==> src/rtl/blit_bus.sv <==
// blit_bus: decodes CPU requests into ROM/RAM/IO ports, applies a downstream timeout and records the most recent bus error
module blit_bus #(
  parameter logic [23:0] ROM_BASE = 24'h000000,
  parameter int          ROM_LOG2 = 18,
  parameter logic [23:0] RAM_BASE = 24'h700000,
  parameter int          RAM_LOG2 = 18,
  parameter logic [23:0] IO_BASE  = 24'h060000,
  parameter int          IO_LOG2  = 16,
  parameter int          TIMEOUT  = 255
) (
  input  logic        clk,
  input  logic        rst,
  input  logic        cpu_req,
  input  logic [23:0] cpu_addr,
  input  logic [15:0] cpu_wdata,
  input  logic [1:0]  cpu_wstrb,
  input  logic        cpu_we,
  output logic        cpu_ack,
  output logic [15:0] cpu_rdata,
  output logic        cpu_err,
  output logic        mem_req,
  output logic        mem_rom,
  output logic [23:0] mem_addr,
  output logic [15:0] mem_wdata,
  output logic [1:0]  mem_wstrb,
  output logic        mem_we,
  input  logic        mem_ack,
  input  logic [15:0] mem_rdata,
  output logic        mem_abort,
  output logic        io_req,
  output logic [23:0] io_addr,
  output logic [15:0] io_wdata,
  output logic [1:0]  io_wstrb,
  output logic        io_we,
  input  logic        io_ack,
  input  logic [15:0] io_rdata,
  output logic        io_abort,
  output logic [23:0] err_addr,
  output logic [1:0]  err_cause
);
  typedef enum logic [1:0] {IDLE, MEM, IO, RESP} state_t;
  state_t state, state_n;
  logic [15:0] cnt, rdata;
  logic [23:0] addr;
  logic [15:0] wdata;
  logic [1:0]  wstrb, cause;
  logic        we, rom, err;
  logic        rom_hit, ram_hit, io_hit, busy, accept, ack, expire;
  assign rom_hit = (cpu_addr >> ROM_LOG2) == (ROM_BASE >> ROM_LOG2);
  assign ram_hit = (cpu_addr >> RAM_LOG2) == (RAM_BASE >> RAM_LOG2);
  assign io_hit  = (cpu_addr >> IO_LOG2) == (IO_BASE >> IO_LOG2);
  assign busy    = state == MEM || state == IO;
  // a request seen while the previous cpu_ack is still high is held off
  assign accept  = state == IDLE && cpu_req && !cpu_ack;
  assign ack     = state == MEM ? mem_ack : state == IO ? io_ack : 1'b0;
  assign expire  = busy && !ack && cnt == 16'd1;
  assign mem_rom   = rom;
  assign mem_addr  = addr;
  assign mem_wdata = wdata;
  assign mem_wstrb = wstrb;
  assign mem_we    = we;
  assign io_addr   = addr;
  assign io_wdata  = wdata;
  assign io_wstrb  = wstrb;
  assign io_we     = we;
  always_ff @(posedge clk or posedge rst)
    if (rst) state <= IDLE;
    else state <= state_n;
  always_comb begin
    state_n = state;
    if (accept) state_n = rom_hit ? (cpu_we ? RESP : MEM) : ram_hit ? MEM : io_hit ? IO : RESP;
    else if (ack || expire) state_n = RESP;
    else if (state == RESP) state_n = IDLE;
  end
  always_ff @(posedge clk or posedge rst)
    if (rst) begin
      cnt <= '0;
      rdata <= '0;
      addr <= '0;
      wdata <= '0;
      wstrb <= '0;
      we <= 1'b0;
      rom <= 1'b0;
      err <= 1'b0;
      cause <= '0;
      mem_req <= 1'b0;
      io_req <= 1'b0;
      mem_abort <= 1'b0;
      io_abort <= 1'b0;
      cpu_ack <= 1'b0;
      cpu_err <= 1'b0;
      cpu_rdata <= '0;
      err_addr <= '0;
      err_cause <= '0;
    end else begin
      mem_req <= accept && state_n == MEM;
      io_req <= accept && state_n == IO;
      mem_abort <= expire && state == MEM;
      io_abort <= expire && state == IO;
      cpu_ack <= state == RESP;
      if (busy) cnt <= cnt - 16'd1;
      if (accept) begin
        addr <= cpu_addr;
        wdata <= cpu_wdata;
        wstrb <= cpu_wstrb;
        we <= cpu_we;
        rom <= rom_hit;
        cnt <= 16'(TIMEOUT);
        err <= state_n == RESP;
        cause <= rom_hit ? 2'd2 : 2'd1;
      end else if (ack) begin
        rdata <= state == MEM ? mem_rdata : io_rdata;
        err <= 1'b0;
      end else if (expire) begin
        err <= 1'b1;
        cause <= 2'd3;
      end
      cpu_err <= state == RESP && err;
      cpu_rdata <= state != RESP ? 16'h0000 : err ? 16'hFFFF : rdata;
      if (state == RESP && err) begin
        err_addr <= addr;
        err_cause <= cause;
      end
    end
endmodule

==> config.mk <==
export PLATFORM = sky130hd
export DESIGN_NAME = blit_bus
export DESIGN_NICKNAME = d
export VERILOG_FILES = /design/src/rtl/blit_bus.sv
export SDC_FILE = /design/constraint.sdc
export NUM_CORES = 1
export LEC_CHECK = 0
export CAP_MARGIN = 20
export CORE_ASPECT_RATIO = 1.5
export CORE_MARGIN = 5
export CORE_UTILIZATION = 41
export CTS_BUF_LIST = sky130_fd_sc_hd__clkbuf_8
export DETAILED_ROUTE_END_ITERATION = 10
export GPL_TIMING_DRIVEN = 0
export HOLD_SLACK_MARGIN = 0.08
export PLACE_DENSITY = 0.79
export SLEW_MARGIN = 30
export SYNTH_ARGS = -nofsm -noshare
export SYNTH_HDL_FRONTEND = slang
export SYNTH_SLANG_ARGS = --single-unit
==> constraint.sdc <==
create_clock -name clk -period 4.5 [get_ports clk]
set_clock_uncertainty 0.05 [all_clocks]
set_input_delay 1.125 -clock clk [delete_from_list [all_inputs] [get_ports clk]]
set_output_delay 1.125 -clock clk [all_outputs]
set_load 0.01 [all_outputs]
[Yosys cells after proc, flatten, opt, wreduce, memory -nomap -nowiden]
Index checks and enable logic that the tools add are counted.
Operators by class
  bitwise gates (word level): 1
  multiplexer cells: 21
  equality and inequality tests: 11
  reductions and logical operators: 20
  $add $sub $neg: 1
Operators with widths (number)
  16-bit two-way mux: 5
  24-bit logical NOT: 1
  2-bit two-way mux: 10
  16-bit by 1-bit == test with 1-bit output, second input constant: 1
  16-bit by 1-bit subtractor with 16-bit output, second input constant: 1
  1-bit logical AND: 9
  2-bit == test, second input constant: 4
  8-bit by 3-bit == test with 1-bit output, second input constant: 1
  6-bit by 5-bit == test with 1-bit output, second input constant: 1
  1-bit two-way mux: 6
  2-bit by 1-bit == test with 1-bit output, second input constant: 2
  2-bit != test, second input constant: 2
  2-bit AND reduction: 2
  2-bit nonzero test: 2
  3-bit nonzero test: 1
  1-bit logical NOT: 2
  2-bit logical NOT: 1
  1-bit logical OR: 2
  1-bit inverter: 1
Word-level totals
  register bits: 129
  logic and storage cells: 73

[Logic depth before layout (Yosys ltp)]
Gate-level depths: netlist of run 1.
  depth after elaboration: 11
  depth in mapped cells: 8
  gate-level depth less buffers: 6

[Worst setup path before layout of run 1]
Ideal clock, no wire load.
  kind: reg-to-reg
  start: register state[0]
  end: register state[0]
  stages on the path, launching flop included: 8
  arrival time: 2.163 ns
  slack: 2.205 ns
  path through: dfrtp_1 inv_1 ha_1 clkbuf_1 or4b_1 clkbuf_1 or4_1 a31oi_1
On the way
  longest elaborated chain between the ends: 9
  elaborated cells on any way between the ends: 16
  those cells by class: eq/ne (3); mux (5); reduce/logical (8)
RTL lines
  from (decl): line 42  | state_t state, state_n;
  from (signal assigned): line 68  | else state <= state_n;
  2-bit == test: line 52, 55
  1-bit two-way mux (2 in a row): line 55  | assign ack = state == MEM ? mem_ack : state == IO ? io_ack : 1'b0;
  1-bit logical NOT: line 56  | assign expire = busy && !ack && cnt == 16'd1;
  1-bit logical AND (2 in a row): line 56
  1-bit logical OR: line 72  | else if (ack || expire) state_n = RESP;
  2-bit two-way mux: line 72
  2-bit two-way mux *: line 71  | if (accept) state_n = rom_hit ? (cpu_we ? RESP : MEM) : ram_hit ? MEM : io_hit ? IO : RESP;
  named net state_n[0]: line 42
The timed path passes the listed nets; every way through them passes the cells marked *.
A chain may end at the register's enable or synchronous reset.

[Worst setup path after layout of run 1]
  start: register addr[23], in the netlist io_addr[23]
  end: output port mem_addr[23]
RTL lines
  from (decl): line 44  | logic [23:0] addr;
  from (signal assigned): line 103  | addr <= cpu_addr;
  to (decl): line 23  | output logic [23:0] mem_addr,
No word-level cell between the ends.

==> results_dict.tcl, run 1 <==
set metrics [dict create \
    grt_max_degree 32 \
    rows 52 \
    arrival_ns 1.54 \
    rr_worst_depth 7 \
    grt_pass1_wl_um 25100 \
    period_minus_slack_ns 2.71 \
    clkLatencyLatePin_ns 0.43 \
    rsz0062_at_grt "false" \
    setup_viol 0 \
    syn_nets 617 \
    antenna_found_initial 0 \
    synthDistinctLibCells 36 \
    first_pass_iters 4 \
    synthCells 530 \
    area_growth_pct 52.2 \
    core_area_mm2 0.0134 \
    hold_start "rdata[3]$_DFFE_PP0P_" \
    clk_pin_slew_worst_paths_ns 0.08 \
    period_share_pct 60.3 \
    cts_setup_buffers 0 \
    cts_buffer_depth 2 \
    dieArea_mm2 0.0160 \
    drt-initial-drc-count 211 \
    crit_required_ns 3.32 \
    endpoint_kind "output pin" \
    wire_per_inst_um 16.2 \
    diodes 0 \
    run_status "completed" \
    multiInputGateArea_mm2 0.00186 \
    grt_overflow 0 \
    hold_class "flip-flop to flip-flop" \
    critPathKind "flip-flop to output pin" \
    hpwl_um 12100 \
    r2r_end "cnt[14]$_DFFE_PP0P_" \
    critPathLaunchType "flip-flop" \
    drc_errors 0 \
    root_buffer "clkbuf_8" \
    grt_pass1_vias 4992 \
    ys_warn_count 0 \
    die_height_um 153 \
    cts_resized 0 \
    vdd_ir_drop_max_v 0.000316 \
    seq_area_mm2 0.00323 \
    rrSetupSlack_ns 1.81 \
    filler_cell_count 1091 \
    drive_gt1_share_pct 13.8 \
    clkSinkCount 129 \
    finalMaxSlewViolations 0 \
    io_buffers 214 \
    start_util_pct 41.4 \
    synth_area_per_cell_um2 10.5 \
    tightest_slew_ns 0.771 \
    cts-htree-levels 4 \
    worstPathMaxFanout 4 \
    synth-async-reset-ratio_pct 100 \
    fin_nets 854 \
    ys_dominant_reg_cell "dfrtp_1" \
    r2r-start "state[0]$_DFF_PP0_" \
    vias_per_cell 4.92 \
    synth-seq-area-share_pct 58.1 \
    routed_wl_um 15200 \
    ys_ff_latch 129 \
    pin_count 215 \
    numCtsBuffers 17 \
    cts_tree "built" \
    power_density_mw_per_mm2 684 \
    hold_viol 0 \
    hold_path_depth 1 \
    clock.fmax_ghz 0.369 \
    slew_headroom_pct 48.6 \
    place_congestion 0.869 \
    ant_nets 0 \
    fin_util_pct 63.1 \
    p_leak_nw 3.84 \
    cts_hold_buffers 0 \
    cap_violations 0 \
    vias 4632 \
    syn-cell-area_mm2 0.00555 \
    tns_ns 0 \
    fp.dieW_um 105 \
    synth_edf_count 0 \
    cp-startpoint "io_addr[23]$_DFFE_PP0N_" \
    grt_usage_pct 19.2 \
    worstHoldEndpoint "cpu_rdata[3]$_DFF_PP0_" \
]
## worst max path at each step
stage	end	slack, ns	depth (start not counted)
final	mem_addr[23]	1.79	2
after global routing	cnt[14]$_DFFE_PP0P_	1.55	7
after CTS	mem_addr[23]	1.75	2
after detailed placement	cnt[2]$_DFFE_PP0P_	1.48	5
after global placement	io_wdata[5]$_DFFE_PP0N_	0.67	2
after floorplan	cause[0]$_DFFE_PP0P_	1.73	1
## report_power, final
part | switching (W) | internal (W) | leakage, nW
Combinational | 0.00115 | 0.00155 | 2.01
Clock | 0.000449 | 0.000674 | 0.236
Sequential | 0.000332 | 0.00162 | 1.60
## kinds of logic (layout without fill, tap and decap cells)
group           after synthesis  count (layout)  synth area share, %
mux                          43              43                 8.34
fa+ha+maj                     7               7                 1.58
simple gates                211             211                 16.4
flops                       129             129                 58.1
compound gates               53              53                 5.75
xor+xnor                      9               9                 1.42
buf+inv                      78             328                 8.38
## cells in the mapped netlist, types with 2 or more instances
| master | instances | share of area (%) |
|---|---|---|
| nand2_1 | 144 | 9.7 |
| dfrtp_1 | 129 | 58 |
| buf_4 | 44 | 5.9 |
| nor2_1 | 30 | 2.0 |
| mux2_2 | 26 | 5.3 |
| a21oi_1 | 25 | 2.3 |
| clkbuf_1 | 21 | 1.4 |
| mux2i_1 | 17 | 3.1 |
| o21a_1 | 16 | 2.2 |
| inv_1 | 10 | 0.68 |
| ha_1 | 7 | 1.6 |
| nor4_1 | 6 | 0.68 |
| xnor2_1 | 6 | 0.95 |
| a31oi_1 | 4 | 0.45 |
| nor3_1 | 4 | 0.36 |
| nor4b_1 | 4 | 0.63 |
| o21ai_0 | 4 | 0.36 |
| or3_1 | 4 | 0.45 |
| nand4_1 | 3 | 0.34 |
| xor2_1 | 3 | 0.47 |
| and3_1 | 2 | 0.23 |
| buf_1 | 2 | 0.14 |
| nand3_1 | 2 | 0.18 |
| nand3b_1 | 2 | 0.27 |
| o31ai_1 | 2 | 0.27 |
| or4_1 | 2 | 0.27 |
| or4_4 | 2 | 0.41 |
## final cells by class
| cell class | count | share of cell area [%] |
|---|---|---|
| clock inverters | 14 | 2.53 |
| plain buffers | 68 | 5.06 |
| multi-input cells | 323 | 22.0 |
| repair buffers | 218 | 26.4 |
| well taps | 162 | 2.40 |
| clock buffers | 18 | 2.93 |
| inverters | 10 | 0.489 |
| flip-flops and latches | 129 | 38.2 |
## per-layer routing
metal	global-route usage [%]	vias to the layer above	wire length, um
met5	0	-	0
met4	8.59	0	485
met3	6.57	37	1120
met2	33.8	185	8290
met1	20.4	2237	5330
li1	-	2173	-
## metrics by stage
step / instances / cell area (um2) / worst slack [ns] / power [W] / hold slack [ns]
6_report: 942 / 8450 / 1.79 / 0.00578 / 0.429
5_1_grt: 942 / 8450 / 1.55 / 0.00614 / 0.446
4_1_cts: 942 / 8450 / 1.75 / 0.00585 / 0.423
3_5_place_dp: 910 / 7990 / 1.48 / 0.00471 / 0.414
3_3_place_gp: 906 / 7900 / 0.666 / 0.00460 / 0.410
2_1_floorplan: 530 / 5560 / 1.73 / 0.00323 / 0.402
## sequential cells by signal, summed over array words and instances, names as in the netlist
| register | count |
|---|---|
| cpu_ack | 1 |
| cpu_err | 1 |
| io_wdata | 16 |
| cpu_rdata | 16 |
| cnt | 16 |
| state | 2 |
| err_addr | 24 |
| rdata | 16 |
| io_addr | 24 |
| mem_abort | 1 |
| mem_rom | 1 |
| io_we | 1 |
| cause | 2 |
| err_cause | 2 |
| io_wstrb | 2 |
| io_abort | 1 |
| io_req | 1 |
| mem_req | 1 |
| err | 1 |
## layout by cell type, fill, tap and decap left out, types with 2 or more instances in the layout
cell | netlist | final
or3_1 | 4 | 4
and3_1 | 2 | 2
nor4_1 | 6 | 6
clkinv_4 | 0 | 4
bufinv_16 | 0 | 5
clkbuf_8 | 0 | 18
a21oi_1 | 25 | 25
xnor2_1 | 6 | 6
dfrtp_1 | 129 | 129
nand3b_1 | 2 | 2
mux2_2 | 26 | 26
or4_4 | 2 | 2
buf_12 | 0 | 3
nand3_1 | 2 | 2
nand4_1 | 3 | 3
o21ai_0 | 4 | 4
clkbuf_1 | 21 | 21
nand2_1 | 144 | 144
mux2i_1 | 17 | 17
clkinvlp_4 | 0 | 2
nor3_1 | 4 | 4
xor2_1 | 3 | 3
nor2_1 | 30 | 30
o21a_1 | 16 | 16
clkdlybuf4s50_1 | 0 | 214
nor4b_1 | 4 | 4
or4_1 | 2 | 2
buf_4 | 44 | 44
ha_1 | 7 | 7
o31ai_1 | 2 | 2
inv_1 | 10 | 11
buf_1 | 2 | 2
a31oi_1 | 4 | 4
## worst max-delay path, cell delays in order, from the launching register on
cell	delay, ns
dfrtp_1	0.45
buf_4	0.14
clkdlybuf4s50_1	0.52
Note: power is estimated with default switching activity, not from simulation.
==> run 2: changes to the inputs <==
CORE_UTILIZATION = 45   (was 41)
PLACE_DENSITY = 0.82   (was 0.79)
clock period = 2.6 ns   (was 4.5 ns; I/O delays follow)
==> run 2 against run 1 <==
Effect of this change:
- die area shrank 8.2%
- core utilization grew 7.0 points
- design area is essentially flat
- hold slack gained 0.0021 ns
- wire length grew 3.1%
- non-clock buffer count shrank 1
- power grew 75%
- via count grew 1.1%
- final cell count shrank 1.1%
- critical path depth grew 4
- first-iteration DRC count shrank 35%
==> results_dict.tcl, run 2 (synthesis gave the netlist of run 1 again) <==
set metrics [dict create \
    ant_nets 0 \
    seq_area_mm2 0.00323 \
    wire_per_inst_um 16.8 \
    vdd_ir_drop_max_v 0.000738 \
    numCtsBuffers 17 \
    hpwl_um 12200 \
    drc_errors 0 \
    wl_met3_um 1110 \
    clock.fmax_ghz 0.408 \
    multiInputGateArea_mm2 0.00187 \
    cts_setup_buffers 0 \
    p_leak_nw 3.84 \
    grt_pass1_wl_um 25400 \
    antenna_found_initial 0 \
    rsz0062_at_grt "false" \
    endpoint_kind "flip-flop" \
    cts_tree "built" \
    crit_required_ns 2.90 \
    start_util_pct 46.0 \
    hold_viol 0 \
    slowest_delay_ns 0.55 \
    grt_max_degree 32 \
    first_pass_iters 5 \
    arrival_ns 2.75 \
    mostFrequentLayoutCells "clkdlybuf4s50_1, nand2_1, dfrtp_1" \
    tightest_slew_ns 0.732 \
    grt_overflow 0 \
    finalMaxSlewViolations 0 \
    io_buffers 214 \
    cts_hold_buffers 0 \
    final_common_cell "clkdlybuf4s50_1" \
    critPathKind "flip-flop to flip-flop" \
    clkLatencyLatePin_ns 0.45 \
    fin_util_pct 70.0 \
    setup_viol 0 \
    cts-htree-levels 4 \
    diodes 0 \
    core_area_mm2 0.0121 \
    top_layer "met4" \
    tns_ns 0 \
    slew_headroom_pct 51.2 \
    period_minus_slack_ns 2.45 \
    vias_per_cell 5.03 \
    drive_gt1_share_pct 14.1 \
    clkSinkCount 129 \
    rows 49 \
    routed_wl_um 15700 \
    area_growth_pct 52.3 \
    root_buffer "clkbuf_8" \
    fp.dieW_um 101 \
    dieArea_mm2 0.0147 \
    grt_usage_pct 22.0 \
    met1_length_um 5540 \
    holdWs_ns 0.431 \
    clk_pin_slew_worst_paths_ns 0.07 \
    period_share_pct 94.2 \
    hold_class "flip-flop to flip-flop" \
    filler_cell_count 888 \
    worstPathMaxFanout 9 \
    grt_pass1_vias 5034 \
    pin_count 215 \
    cts_buffer_depth 2 \
    die_height_um 146 \
    fin_nets 853 \
    run_status "completed" \
    wl_met2_um 8470 \
    rr_worst_depth 6 \
    crit_chain "inv_1, ha_1, or4b_1, clkbuf_1, or4_1, a31oi_1" \
    hold_path_depth 1 \
    critPathLaunchType "flip-flop" \
    slowest_stage "or4_1" \
    cap_violations 0 \
    place_congestion 0.838 \
    vias 4685 \
    power_density_mw_per_mm2 1200 \
    drt-initial-drc-count 138 \
]
## run 2: cell types whose count changed in the layout (fill, tap and decap cells not counted)
cell | previous run | this run
clkinv_4 | 4 | 0
clkinvlp_4 | 2 | 5
clkbuf_1 | 21 | 19
bufinv_16 | 5 | 6
clkbuf_2 | 0 | 1
clkbuf_8 | 18 | 17
inv_6 | 1 | 2
nor4b_1 | 4 | 3
nor4b_2 | 0 | 1
## run 2: repair_timing
action / in CTS / in global routing
setup endpoints to repair: 2 / 23
gates resized for setup: 1 / 2
gates cloned: 0 / 0
## run 2: layer usage
layer,up-vias,global-route usage [%]
met1,2268,23.4
li1,2186,-
met4,0,9.84
met2,187,39.7
met3,44,5.68
met5,-,0
## run 2: critical path, delay by kind of cell, from the launching register on
family | cells | cell delay, ns
buffers and inverters | 2 | 0.26
DFF | 1 | 0.38
AOI/OAI and AO/OA | 1 | 0.21
and+or+nand+nor | 2 | 1.01
adders and majority gates | 1 | 0.45
## run 2: final timing paths
| check | from | endpoint | slack [ns] |
|---|---|---|---|
| min in group asynchronous | rst | io_wstrb[0]$_DFFE_PP0N_ | 0.58 |
| min | rdata[5]$_DFFE_PP0P_ | cpu_rdata[5]$_DFF_PP0_ | 0.43 |
| max in group asynchronous | rst | io_addr[8]$_DFFE_PP0N_ | 1.20 |
| max | state[0]$_DFF_PP0_ | state[0]$_DFF_PP0_ | 0.15 |
| min reg2reg | rdata[5]$_DFFE_PP0P_ | cpu_rdata[5]$_DFF_PP0_ | 0.43 |
| max reg2reg | state[0]$_DFF_PP0_ | state[0]$_DFF_PP0_ | 0.15 |
## run 2: power breakdown
group / total [W] / switching [W] / internal (W) / leakage, nW
sequential: 0.00340 / 0.000593 / 0.00280 / 1.60
combinational: 0.00470 / 0.00201 / 0.00269 / 2.01
clock: 0.00202 / 0.000790 / 0.00123 / 0.231
total: 0.0101 / 0.00340 / 0.00672 / 3.84
## run 2: through the flow
stage,worst slack (ns),cells,total power [W],instance area [um2]
2_1_floorplan,0.305,530,0.00560,5560
3_3_place_gp,-0.777,897,0.00798,7890
3_5_place_dp,-0.00908,901,0.00817,7980
4_1_cts,0.0349,933,0.0102,8460
5_1_grt,0.00775,932,0.0107,8460
6_report,0.151,932,0.0101,8460
## run 2: final cells by class
cell class | instances | share of cell area (%)
sequential | 129 | 38.2
timing repair buffer | 218 | 26.4
multi-input combinational | 323 | 22.1
buffer | 67 | 5.03
clock inverter | 15 | 2.84
clock buffer | 17 | 2.77
tap | 153 | 2.26
inverter | 10 | 0.488
